===== config.mk =====
export PLATFORM = sky130hd
export DESIGN_NAME = id_ex_stage
export DESIGN_NICKNAME = d
export VERILOG_FILES = /design/src/rtl/mips_pkg.sv /design/src/rtl/id_ex_stage_hazard_detect.sv /design/src/rtl/id_ex_stage.sv
export SDC_FILE = /design/constraint.sdc
export NUM_CORES = 1
export LEC_CHECK = 0
export ABC_AREA = 1
export CAP_MARGIN = 25
export CORE_ASPECT_RATIO = 1.75
export CORE_MARGIN = 5
export CORE_UTILIZATION = 35
export CTS_CLUSTER_DIAMETER = 60
export DETAILED_ROUTE_END_ITERATION = 16
export PLACE_DENSITY = 0.83
export SETUP_SLACK_MARGIN = 0.15
export SLEW_MARGIN = 20
export SYNTH_ARGS = -nofsm -noshare
export SYNTH_HDL_FRONTEND = slang
export SYNTH_HIERARCHICAL = 1
export SYNTH_SLANG_ARGS = --single-unit

===== constraint.sdc =====
create_clock -name clk -period 1.3 [get_ports clk]
set_input_delay 0.13 -clock clk [delete_from_list [all_inputs] [get_ports clk]]
set_output_delay 0.13 -clock clk [all_outputs]
set_load 0.02 [all_outputs]

===== src/rtl/mips_pkg.sv =====
// -----------------------------------------------------------------------------
// mips_pkg
// Shared definitions for the 5-stage MIPS core: control-bundle width, the bit
// position of every decoder control field, the NOP bundle, and the small field
// extraction helpers used by the decoder and the ID/EX boundary.
//
// Control bundle layout, MSB to LSB:
//   {Bne, ExtOp, RegWrite, RegDst, AluSrc, Branch, MemWrite, MemToReg,
//    Jump, AluOp[2:0], RType}
// -----------------------------------------------------------------------------
package mips_pkg;

    localparam int CTL_W = 13;

    localparam int CTL_RTYPE    = 0;
    localparam int CTL_ALUOP_LO = 1;
    localparam int CTL_ALUOP_HI = 3;
    localparam int CTL_JUMP     = 4;
    localparam int CTL_MEMTOREG = 5;
    localparam int CTL_MEMWRITE = 6;
    localparam int CTL_BRANCH   = 7;
    localparam int CTL_ALUSRC   = 8;
    localparam int CTL_REGDST   = 9;
    localparam int CTL_REGWRITE = 10;
    localparam int CTL_EXTOP    = 11;
    localparam int CTL_BNE      = 12;

    typedef logic [CTL_W-1:0] ctl_vec_t;

    // All-zero bundle: no register write, no memory write, no control flow.
    localparam ctl_vec_t CTL_NOP = 13'b0;

    function automatic logic ctl_ext_op(input ctl_vec_t ctl);
        return ctl[CTL_EXTOP];
    endfunction

    function automatic logic ctl_mem_to_reg(input ctl_vec_t ctl);
        return ctl[CTL_MEMTOREG];
    endfunction

    function automatic logic ctl_reg_write(input ctl_vec_t ctl);
        return ctl[CTL_REGWRITE];
    endfunction

    function automatic logic [2:0] ctl_alu_op(input ctl_vec_t ctl);
        return ctl[CTL_ALUOP_HI:CTL_ALUOP_LO];
    endfunction

    // Every instruction except J/JAL reads rs.
    function automatic logic ctl_rs_used(input ctl_vec_t ctl);
        return ~ctl[CTL_JUMP];
    endfunction

    // rt is a source only for R-type ALU ops, branch compares and store data;
    // for I-type ALU ops and loads it is the destination.
    function automatic logic ctl_rt_used(input ctl_vec_t ctl);
        return ctl[CTL_RTYPE] | ctl[CTL_BRANCH] | ctl[CTL_MEMWRITE];
    endfunction

endpackage


===== src/rtl/id_ex_stage_hazard_detect.sv =====
// -----------------------------------------------------------------------------
// hazard_detect
// Combinational load-use hazard detector. Flags an ID instruction that reads
// the register a load currently in EX will write, which cannot be forwarded
// in time and therefore needs a one-cycle bubble.
//
// Ports:
//   id_ctl        in  decoder control bundle of the ID instruction
//   id_rs, id_rt  in  ID source register indices
//   id_valid      in  ID holds a real instruction
//   ex_valid      in  EX holds a real instruction
//   ex_mem_to_reg in  EX instruction is a load
//   ex_rt         in  load destination register
//   lu            out load-use hazard present this cycle
// -----------------------------------------------------------------------------
module hazard_detect
    import mips_pkg::*;
(
    input  logic [CTL_W-1:0] id_ctl,
    input  logic [4:0]       id_rs,
    input  logic [4:0]       id_rt,
    input  logic             id_valid,
    input  logic             ex_valid,
    input  logic             ex_mem_to_reg,
    input  logic [4:0]       ex_rt,
    output logic             lu
);

    logic load_in_ex_s;
    logic rs_hit_s;
    logic rt_hit_s;

    // A load to $0 never produces a value anyone waits on.
    always_comb begin
        load_in_ex_s = ex_valid & ex_mem_to_reg & (ex_rt != 5'd0);
        rs_hit_s     = ctl_rs_used(id_ctl) & (id_rs == ex_rt);
        rt_hit_s     = ctl_rt_used(id_ctl) & (id_rt == ex_rt);
        lu           = load_in_ex_s & id_valid & (rs_hit_s | rt_hit_s);
    end

endmodule


===== src/rtl/id_ex_stage.sv =====
// -----------------------------------------------------------------------------
// id_ex_stage
// Decode-to-execute pipeline register. Captures control, operands, extended
// immediate, register indices and PC+4 at the end of ID. Detects load-use
// hazards (stalling PC and IF/ID while injecting a bubble), kills the ID
// instruction on flush and freezes on a downstream hold.
//
// Ports:
//   clk, rst_n            clock, synchronous active-low reset
//   id_valid, id_ctl      ID instruction valid and control bundle
//   id_rd1, id_rd2        register-file read data
//   id_imm16              raw 16-bit immediate
//   id_rs, id_rt, id_rd   register indices
//   id_pc4                PC+4 of the ID instruction
//   flush                 kill the ID instruction
//   ex_hold               EX/MEM cannot advance; freeze this stage
//   stall                 freeze PC and IF/ID (combinational)
//   ex_*                  registered EX-side copies
// -----------------------------------------------------------------------------
module id_ex_stage
    import mips_pkg::*;
#(
    parameter int W = 32
) (
    input  logic             clk,
    input  logic             rst_n,
    input  logic             id_valid,
    input  logic [CTL_W-1:0] id_ctl,
    input  logic [W-1:0]     id_rd1,
    input  logic [W-1:0]     id_rd2,
    input  logic [15:0]      id_imm16,
    input  logic [4:0]       id_rs,
    input  logic [4:0]       id_rt,
    input  logic [4:0]       id_rd,
    input  logic [W-1:0]     id_pc4,
    input  logic             flush,
    input  logic             ex_hold,
    output logic             stall,
    output logic             ex_valid,
    output logic [CTL_W-1:0] ex_ctl,
    output logic [W-1:0]     ex_rd1,
    output logic [W-1:0]     ex_rd2,
    output logic [W-1:0]     ex_imm,
    output logic [W-1:0]     ex_pc4,
    output logic [4:0]       ex_rs,
    output logic [4:0]       ex_rt,
    output logic [4:0]       ex_rd
);

    logic             lu_s;
    logic             load_s;
    logic             bubble_s;
    logic [W-1:0]     imm_ext_s;

    logic             ex_valid_r;
    logic [CTL_W-1:0] ex_ctl_r;
    logic [W-1:0]     ex_rd1_r;
    logic [W-1:0]     ex_rd2_r;
    logic [W-1:0]     ex_imm_r;
    logic [W-1:0]     ex_pc4_r;
    logic [4:0]       ex_rs_r;
    logic [4:0]       ex_rt_r;
    logic [4:0]       ex_rd_r;

    hazard_detect u_hazard_detect (
        .id_ctl        (id_ctl),
        .id_rs         (id_rs),
        .id_rt         (id_rt),
        .id_valid      (id_valid),
        .ex_valid      (ex_valid_r),
        .ex_mem_to_reg (ctl_mem_to_reg(ex_ctl_r)),
        .ex_rt         (ex_rt_r),
        .lu            (lu_s)
    );

    // Sign- or zero-extend the immediate to datapath width.
    always_comb begin
        imm_ext_s = {W{1'b0}};
        if (ctl_ext_op(id_ctl)) begin
            imm_ext_s = {{(W-16){id_imm16[15]}}, id_imm16};
        end else begin
            imm_ext_s = {{(W-16){1'b0}}, id_imm16};
        end
    end

    // Flush overrides both hold and the hazard: the redirect owns the PC, so
    // nothing upstream should be frozen. A hold keeps IF/ID frozen as well.
    always_comb begin
        stall    = (lu_s | ex_hold) & ~flush;
        load_s   = flush | ~ex_hold;
        bubble_s = flush | lu_s;
    end

    // Pipeline register: reset, flush/hazard bubble, hold, or normal capture.
    // A bubble still loads data and index fields; only valid/ctl are killed.
    always_ff @(posedge clk) begin
        if (!rst_n) begin
            ex_valid_r <= 1'b0;
            ex_ctl_r   <= CTL_NOP;
            ex_rd1_r   <= {W{1'b0}};
            ex_rd2_r   <= {W{1'b0}};
            ex_imm_r   <= {W{1'b0}};
            ex_pc4_r   <= {W{1'b0}};
            ex_rs_r    <= 5'd0;
            ex_rt_r    <= 5'd0;
            ex_rd_r    <= 5'd0;
        end else if (load_s) begin
            ex_valid_r <= id_valid & ~bubble_s;
            ex_ctl_r   <= bubble_s ? CTL_NOP : id_ctl;
            ex_rd1_r   <= id_rd1;
            ex_rd2_r   <= id_rd2;
            ex_imm_r   <= imm_ext_s;
            ex_pc4_r   <= id_pc4;
            ex_rs_r    <= id_rs;
            ex_rt_r    <= id_rt;
            ex_rd_r    <= id_rd;
        end
    end

    assign ex_valid = ex_valid_r;
    assign ex_ctl   = ex_ctl_r;
    assign ex_rd1   = ex_rd1_r;
    assign ex_rd2   = ex_rd2_r;
    assign ex_imm   = ex_imm_r;
    assign ex_pc4   = ex_pc4_r;
    assign ex_rs    = ex_rs_r;
    assign ex_rt    = ex_rt_r;
    assign ex_rd    = ex_rd_r;

endmodule


## After elaboration in Yosys (flattened, before gate mapping)

Index checks and enable logic that the tools add are counted.

| cells by class | value |
|---|---|
| add/sub/neg operators | 0 |
| multipliers | 0 |
| div/mod/pow operators | 0 |
| magnitude comparators | 0 |
| eq/ne operators | 2 |
| shifts and indexed selects | 0 |
| multiplexer cells | 2 |
| bitwise operators | 18 |
| reductions and logical operators | 1 |

Operators with widths:

| cell | count |
|---|---|
| two-way mux 32 bit | 1 |
| two-way mux 13 bit | 1 |
| == test 5 bit | 2 |
| AND 1 bit | 8 |
| bitwise OR 1 bit | 6 |
| nonzero test 5 bit | 1 |
| NOT 1 bit | 4 |

| storage, ports and cells | value |
|---|---|
| register bits | 157 |
| latch bits | 0 |
| memory bits (writable) | 0 |
| memory bits (read-only) | 0 |
| bits of input ports | 145 |
| output and inout bits | 158 |
| memories kept | 0 |

## Logic depth before layout (Yosys ltp)

Gate-level depths: netlist of run 1.

| depth | value |
|---|---|
| depth after elaboration | 8 |
| mapped depth | 10 |

## Modules after synthesis

The synthesis of run 1 kept the hierarchy.

Modules (own cells, without submodules):

| module | instances | cells each | area an instance (um2) | seq. area each (um2) |
|---|---|---|---|---|
| id_ex_stage | 1 | 640 | 5152.4 | 2842.7 |
| hazard_detect | 1 | 59 | 240.2 | 0.0 |

## Worst setup path before layout of run 1

No wires, ideal clock.

| timing | value |
|---|---|
| kind | register to register |
| start point | register ex_rt_r[0], in the netlist ex_rt[0] |
| end point | register ex_ctl_r[11], in the netlist ex_ctl[11] |
| library setup time | 0.070 ns |
| data arrival time | 1.403 ns |
| data required time | 1.230 ns |
| path slack | -0.172 ns |
| cell stages (with the launch flop) | 10 |
| buffers on the path | 1 |
| path through | dfxtp_1 > nand2_1 > nand2_1 > nor2_1 > nand3_1 > a21oi_2 > nor2_1 > buf_2 > nand3_1 > a21oi_1 |

| between the ends | value |
|---|---|
| word-level cells in the longest chain between the ends | 6 |

Ends and longest elaborated chain:

| what | line | text |
|---|---|---|
| start: declaration | id_ex_stage.sv:62 | `logic [4:0] ex_rt_r;` |
| start signal: assignment | id_ex_stage.sv:115 | `ex_rt_r <= id_rt;` |
| == test 5 bit (tied with other cells) | id_ex_stage_hazard_detect.sv:36 | `rs_hit_s = ctl_rs_used(id_ctl) & (id_rs == ex_rt);` |
| AND 1 bit, on equally long branches | id_ex_stage_hazard_detect.sv:36, id_ex_stage_hazard_detect.sv:35, id_ex_stage_hazard_detect.sv:37 |  |
| bitwise OR 1 bit or AND 1 bit (tied branches) | id_ex_stage_hazard_detect.sv:38 | `lu = load_in_ex_s & id_valid & (rs_hit_s \| rt_hit_s);` |
| AND 1 bit (*) | id_ex_stage_hazard_detect.sv:38 |  |
| named net lu_s | id_ex_stage.sv:50 | `logic lu_s;` |
| bitwise OR 1 bit (*) | id_ex_stage.sv:91 | `bubble_s = flush \| lu_s;` |
| two-way mux 13 bit (*) | id_ex_stage.sv:109 | `ex_ctl_r <= bubble_s ? CTL_NOP : id_ctl;` |
| end signal: assignment | id_ex_stage.sv:109 |  |
| end: declaration | id_ex_stage.sv:56 | `logic [CTL_W-1:0] ex_ctl_r;` |

Mark *: on every way through the listed nets, which the timed path passes. The rest lies on a longest branch.
A chain may end at the register's enable or synchronous reset.

## Worst setup path in the final report of run 1

| timing | value |
|---|---|
| start point | register ex_rt_r[4], in the netlist ex_rt[4] |
| end point | output stall |

| between the ends | value |
|---|---|
| word-level cells in the longest chain between the ends | 6 |

Ends and longest elaborated chain:

| what | line | text |
|---|---|---|
| == test 5 bit (tied with other cells) | id_ex_stage_hazard_detect.sv:36 |  |
| AND 1 bit, on equally long branches | id_ex_stage_hazard_detect.sv:36, id_ex_stage_hazard_detect.sv:35, id_ex_stage_hazard_detect.sv:37 |  |
| bitwise OR 1 bit or AND 1 bit (tied branches) | id_ex_stage_hazard_detect.sv:38 |  |
| AND 1 bit (*) | id_ex_stage_hazard_detect.sv:38 |  |
| named net lu_s | id_ex_stage.sv:50 |  |
| bitwise OR 1 bit (*) | id_ex_stage.sv:89 | `stall = (lu_s \| ex_hold) & ~flush;` |
| AND 1 bit (*) | id_ex_stage.sv:89 |  |
| end: declaration | id_ex_stage.sv:38 | `output logic stall,` |

Marks and branches as above.

==> flow_summary.json, run 1 <==
{
  "grt_max_degree": 70,
  "syn_nets": 844,
  "wl_um": 20100,
  "die_y_um": 174,
  "yosysWarnings": 6,
  "power_density_nw_per_um2": 1330,
  "route.detailed.drc": 0,
  "rrSetupSlack_ns": -0.38,
  "pin_count": 303,
  "die_w_um": 104,
  "clock.fmax_mhz": 590,
  "relSlewSlack": 0.328,
  "finalSetupViolations": 15,
  "synth_area_leaders": "dfxtp_1 53%, nor2_1 18%, o21ai_0 9.1%",
  "ys_ff_latch": 142,
  "cp_slowest_stage_delay_ns": 0.37,
  "coreArea_sq_um": 15200,
  "vias_per_cell": 4.82,
  "finalSetupTns_ns": -4.84,
  "wl_per_cell_um": 16.8,
  "yosys.area.top_type_share": 0.527,
  "drive_above_1_share": 0.289,
  "hold_depth": 3,
  "num_antenna_cells": 0,
  "r2r_start": "ex_rt[2]$_SDFFE_PN0P_",
  "final_cells": 1201,
  "clkTransAtPathRegs_ns": 0.06,
  "final_cell_mix": "254 x nor2_1, 143 x clkdlybuf4s50_1, 134 x dfxtp_1",
  "worstSetupPathType": "reg2out",
  "maxSlewViolCount": 0,
  "cts_root_buffer": "clkbuf_16",
  "io_buffers": 302,
  "setup_ws_ns": -0.395,
  "hpwl_um": 13200,
  "vias": 5792,
  "timing.final.crit_period_ns": 1.70,
  "numCtsBuffers": 17,
  "cp_num_buf_inv": 2,
  "nFillCells": 1304,
  "gp_congestion": 0.822,
  "synth_area_leader_cell": "dfxtp_1",
  "h-tree-depth": 4,
  "yosysSeqAreaShare": 0.527,
  "nets": 1147,
  "cp.required_ns": 1.17,
  "r2r-end": "ex_ctl[3]$_SDFFE_PN0P_",
  "worst_pin_slew_ns": 1.01,
  "multi_input_area_sq_um": 2240,
  "r2r_cells": 10,
  "cp-start-kind": "flip-flop",
  "synthCells": 699,
  "first_iter_violations": 283,
  "post-route-period-util": 1.30,
  "syn_avg_cell_area_sq_um": 7.71,
  "arrival_ns": 1.57,
  "cp_top_family": "simple AND/OR/NAND/NOR gates",
  "ir_worst_vdd_uv": 845,
  "ant_nets": 0,
  "antenna_found_initial": 0,
  "syn_area_sq_um": 5390,
  "holdBufCountCts": 0,
  "initial_core_util": 0.354,
  "worstHoldStart": "rst_n",
  "cpMostUsedCell": "nand2_2",
  "register_area_sq_um": 2870,
  "areaGrowthSynthToFinish_pct": 69.3,
  "fin_skew_ns": 0.00816,
  "clockBufferDepth": 2,
  "die_area_sq_um": 18100,
  "maxCapViolations": 0,
  "cellLeakagePower_uw": 0.00411,
  "grt_usage": 0.196,
  "final_common_cell": "nor2_1",
  "grt-ovfl-total": 0,
  "synth.distinct_cells": 21,
  "first_pass_iters": 4,
  "grt_pass1_vias": 5669,
  "num_rows": 60,
  "rsz0062_at_grt": "yes",
  "worstPathMaxFanout": 5,
  "clkLatencyLatePin_ns": 0.41,
  "dp_cells": 1151,
  "cts_tree": "yes",
  "violations": "negative setup slack",
  "final-hold-violation-count": 0,
  "holdPathEnd": "ex_rs[2]$_SDFFE_PN0P_",
  "status": "complete, but fails checks",
  "slowest_stage": "dfxtp_4",
  "end_kind": "output pin",
  "worstPathCellList": "inv_4 -> nand2_2 -> nand2_2 -> nor2_4 -> nand3_2 -> a21oi_2 -> nand2_1 -> nand2_2 -> buf_6",
  "numClockSinks": 142,
  "grt_pass1_wl_um": 29100,
  "hold_class": "in2reg"
}
[where the power goes]
group	total [uW]	leakage, uW	internal [uW]	switching [uW]
logic	2260	0.00262	1040	1210
clock network	5120	0.000305	3150	1960
registers	4800	0.00119	4650	147
[what timing repair did]
action / CTS / global route
resized for setup: 653 / 101
setup endpoints to repair: 173 / 103
buffers inserted: 7 / 6
cloned: 0 / 5
pin swaps: 7 / 29
[tightest hold or removal path, cell delays in order]
cell and delay [ns]:
buf_2 0.18, o21ai_1 0.10, nor2_1 0.04
[per-stage QoR]
step | total power (uW) | hold WS (ns) | setup WS [ns] | util | area [sq um]
after floorplan | 5930 | 0.264 | 0.0208 | - | 5420
after detailed placement | 7180 | 0.474 | -0.783 | 0.559 | 8510
final | 12200 | 0.0853 | -0.395 | 0.599 | 9130
after CTS | 12200 | 0.0762 | -0.445 | 0.586 | 8930
after global placement | 7150 | 0.467 | -0.761 | 0.559 | 8510
after global routing | 12700 | 0.0993 | -0.498 | 0.599 | 9130
[routing by layer]
metal  vias to the layer above  track usage  share of wire
met5                         -            0              0
met4                         0        0.101          0.045
met3                        58       0.0535          0.057
met2                       218        0.350           0.53
met1                      2681        0.209           0.37
li1                       2835            -              -
[cell usage after synthesis]
library cell    n
clkbuf_1       11
o21ai_1        28
buf_4          18
dfxtp_1       142
a21oi_1        16
nand4_1         2
nand3_1        32
inv_2           6
a21oi_2         1
nor2_2          1
nor2_1        260
nand2_1        33
clkbuf_2        1
nand2_4         1
nor3_1          1
buf_2          15
buf_6          17
inv_4           1
inv_1          14
o21ai_0        98
nand2_2         1
[how the worst max path moves through the flow]
stage	from	to	slack [ns]	cells after the start
4_1_cts	ex_rt[2]$_SDFFE_PN0P_	stall	-0.45	9
6_report	ex_rt[4]$_SDFFE_PN0P_	stall	-0.40	9
2_1_floorplan	ex_rt[0]$_SDFFE_PN0P_	ex_ctl[11]$_SDFFE_PN0P_	0.02	10
5_1_grt	ex_rt[3]$_SDFFE_PN0P_	stall	-0.50	9
3_3_place_gp	id_rt[2]	stall	-0.76	10
3_5_place_dp	id_rt[2]	stall	-0.78	10
[area by class of cell]
type,count,area share
Sequential cell,142,0.314
Timing Repair Buffer,346,0.338
Multi-Input combinational cell,474,0.245
Clock inverter,12,0.0170
Clock buffer,20,0.0502
Tap cell,186,0.0255
Inverter,21,0.00946
[registers in the layout, summed over array words and instances (netlist names)]
signal    cells
ex_pc4       32
ex_rd1       32
ex_rd2       32
ex_imm       17
ex_ctl       13
ex_rd         5
ex_rs         5
ex_rt         5
ex_valid      1
[logic make-up after synthesis]
kind of cell           after synthesis  share of synthesized area
AOI/OAI and AO/OA                  143                      0.133
buffers and inverters               83                     0.0981
DFF                                142                      0.527
and+or+nand+nor                    331                      0.241
No activity file was read; power rests on OpenSTA's default activity.
==> run 2: changes to the inputs <==
--- a/config.mk
+++ b/config.mk
@@ -11,11 +11,11 @@
 export CORE_MARGIN = 5
 export CORE_UTILIZATION = 35
 export CTS_CLUSTER_DIAMETER = 60
+export CTS_CLUSTER_SIZE = 12
 export DETAILED_ROUTE_END_ITERATION = 16
 export PLACE_DENSITY = 0.83
 export SETUP_SLACK_MARGIN = 0.15
 export SLEW_MARGIN = 20
 export SYNTH_ARGS = -nofsm -noshare
 export SYNTH_HDL_FRONTEND = slang
-export SYNTH_HIERARCHICAL = 1
 export SYNTH_SLANG_ARGS = --single-unit
==> run 2 against run 1 <==
Net effect: the flow still finishes with violations (negative setup slack); routed wire length up 1.7%; via count increased by 1.2%; non-clock buffer count rose by 10; critical path depth unchanged; die area is 1.8% higher; synthesized area increased by 2.0%; fmax decreased by 0.96%; synthesized cell count grew 2.3%; largest cell class unchanged; combinational power barely moved.
==> flow_summary.json, run 2 <==
{
  "final-hold-violation-count": 0,
  "final_common_cell": "nor2_1",
  "antenna_found_initial": 0,
  "num_antenna_cells": 0,
  "synth_area_leader_cell": "dfxtp_1",
  "initial_core_util": 0.357,
  "grt_pass1_wl_um": 29300,
  "synth_compound_area_frac": 0.147,
  "num_rows": 60,
  "r2r-end": "ex_ctl[2]$_SDFFE_PN0P_",
  "die_area_sq_um": 18400,
  "drive_above_1_share": 0.295,
  "clockBufferDepth": 2,
  "hold_class": "in2reg",
  "io_buffers": 302,
  "yosysWarnings": 0,
  "finalSetupTns_ns": -5.30,
  "place_ws_ns": -0.760,
  "post-route-period-util": 1.32,
  "vias": 5864,
  "clock.fmax_mhz": 584,
  "grt_pass1_vias": 5597,
  "gp_congestion": 0.873,
  "worstHoldStart": "rst_n",
  "die_y_um": 176,
  "worstPathMaxFanout": 5,
  "synth-simple-area-share": 0.244,
  "violations": "negative setup slack",
  "clkLatencyLatePin_ns": 0.40,
  "clkTransAtPathRegs_ns": 0.06,
  "hold_slack_ns": 0.210,
  "synth.distinct_cells": 25,
  "cellLeakagePower_uw": 0.00439,
  "synthCells": 715,
  "h-tree-depth": 4,
  "vias_per_cell": 4.79,
  "nets": 1171,
  "pin_count": 303,
  "synth_area_leaders": "dfxtp_1 52%, nor2_1 17%, o21ai_0 10%",
  "rsz0062_at_grt": "yes",
  "r2r_cells": 13,
  "maxSlewViolCount": 0,
  "status": "complete, but fails checks",
  "finalSetupViolations": 15,
  "end_kind": "output pin",
  "worst_pin_slew_ns": 0.387,
  "numClockSinks": 142,
  "ir_worst_vdd_uv": 764,
  "synth_edf_count": 0,
  "power_density_nw_per_um2": 1300,
  "holdBufCountCts": 0,
  "r2r_start": "ex_rt[4]$_SDFFE_PN0P_",
  "numCtsBuffers": 17,
  "ant_nets": 0,
  "maxCapViolations": 0,
  "worstSetupPathType": "reg2out",
  "fin_skew_ns": 0.00673,
  "relSlewSlack": 0.742,
  "syn_avg_cell_area_sq_um": 7.69,
  "synth_top_family_by_area": "simple AND/OR/NAND/NOR gates",
  "setup_ws_ns": -0.412,
  "hpwl_um": 14100,
  "cts_tree": "yes",
  "grt-ovfl-total": 0,
  "cp.required_ns": 1.17,
  "grt_usage": 0.199,
  "synth-adder-area-share": 0,
  "synthMuxAreaShare": 0,
  "rrSetupSlack_ns": -0.36,
  "grt_max_degree": 88,
  "cp-start-kind": "flip-flop",
  "yosys.area.top_type_share": 0.517,
  "wl_um": 20500,
  "ys.flop_type": "dfxtp_1",
  "synth_common_cells": "252 x nor2_1, 142 x dfxtp_1, 115 x o21ai_0",
  "first_iter_violations": 183,
  "coreArea_sq_um": 15400,
  "wl_per_cell_um": 16.7,
  "yosysSeqAreaShare": 0.517,
  "route.detailed.drc": 0,
  "yosysMostFrequentCell": "nor2_1",
  "first_pass_iters": 4,
  "areaGrowthSynthToFinish_pct": 68.9,
  "die_w_um": 105,
  "async_flop_share": 0,
  "ys_ff_latch": 142,
  "synth-xor-area-share": 0,
  "crit_start": "ex_rt[4]$_SDFFE_PN0P_",
  "cts_root_buffer": "clkbuf_16",
  "utilization": 0.603,
  "holdPathEnd": "ex_pc4[31]$_SDFFE_PN0P_",
  "syn_nets": 860,
  "arrival_ns": 1.58,
  "hold_depth": 4,
  "syn_area_sq_um": 5500,
  "final_cell_mix": "247 x nor2_1, 142 x clkdlybuf4s50_1, 136 x buf_2",
  "timing.final.crit_period_ns": 1.71
}
run 2: cell types whose count changed after synthesis, sizes merged:
cell	change
o21ai	+1
nand3	-15
buf	-5
a21oi	+8
nor2	-4
nand2	+13
inv	+11
clkbuf	+7
run 2: area by class of cell:
cell class | count | area [sq um]
Sequential cell | 142 | 2860
Inverter | 32 | 130
Multi-Input combinational cell | 477 | 2310
Tap cell | 186 | 233
Fill cell | 1380 | 6100
Timing Repair Buffer | 356 | 3140
Clock buffer | 19 | 443
Clock inverter | 12 | 163
run 2: what timing repair did:
item | 4_1_cts | 5_1_grt
pin swaps | 4 | 13
resized for setup | 640 | 100
setup endpoints to repair | 233 | 122
buffers inserted | 4 | 11
cloned | 2 | 3
run 2: worst max-delay path by stage:
stage	end	depth (start not counted)
2_1_floorplan	stall	9
3_3_place_gp	stall	10
3_5_place_dp	stall	10
4_1_cts	stall	9
5_1_grt	stall	9
6_report	stall	9
run 2: worst max-delay path: stages (launching register included):
cell and delay, ns:
dfxtp_4 0.37, inv_2 0.05, nand2_1 0.06, nand2_1 0.09, nor2_2 0.10, nand3_2 0.09
nand2_2 0.08, nand2_4 0.06, o21ai_4 0.15, buf_6 0.13
run 2: per-layer routing:
layer  track usage  routed length [um]
met1         0.201                7440
met2         0.368               10900
met3        0.0497                1060
met4         0.105                1050
met5             0                   0
run 2: cells by family (layout without fill, tap and decap cells):
family	count (synthesis)	in the layout
buf+inv	96	419
flops	142	142
simple gates	325	325
compound gates	152	152
run 2: stage by stage:
step	cells	area (sq um)	power, uW
after floorplan	715	5520	5910
after global placement	1173	8750	7170
after detailed placement	1173	8750	7220
after CTS	1210	9350	12100
after global routing	1224	9290	12600
final	1224	9290	12000
run 2: where the power goes:
part	leakage [uW]	switching, uW	total, uW	internal, uW
clock	0.000290	1930	5020	3080
sequential	0.00118	153	4810	4650
combinational	0.00291	1200	2230	1030
total	0.00439	3280	12000	8760
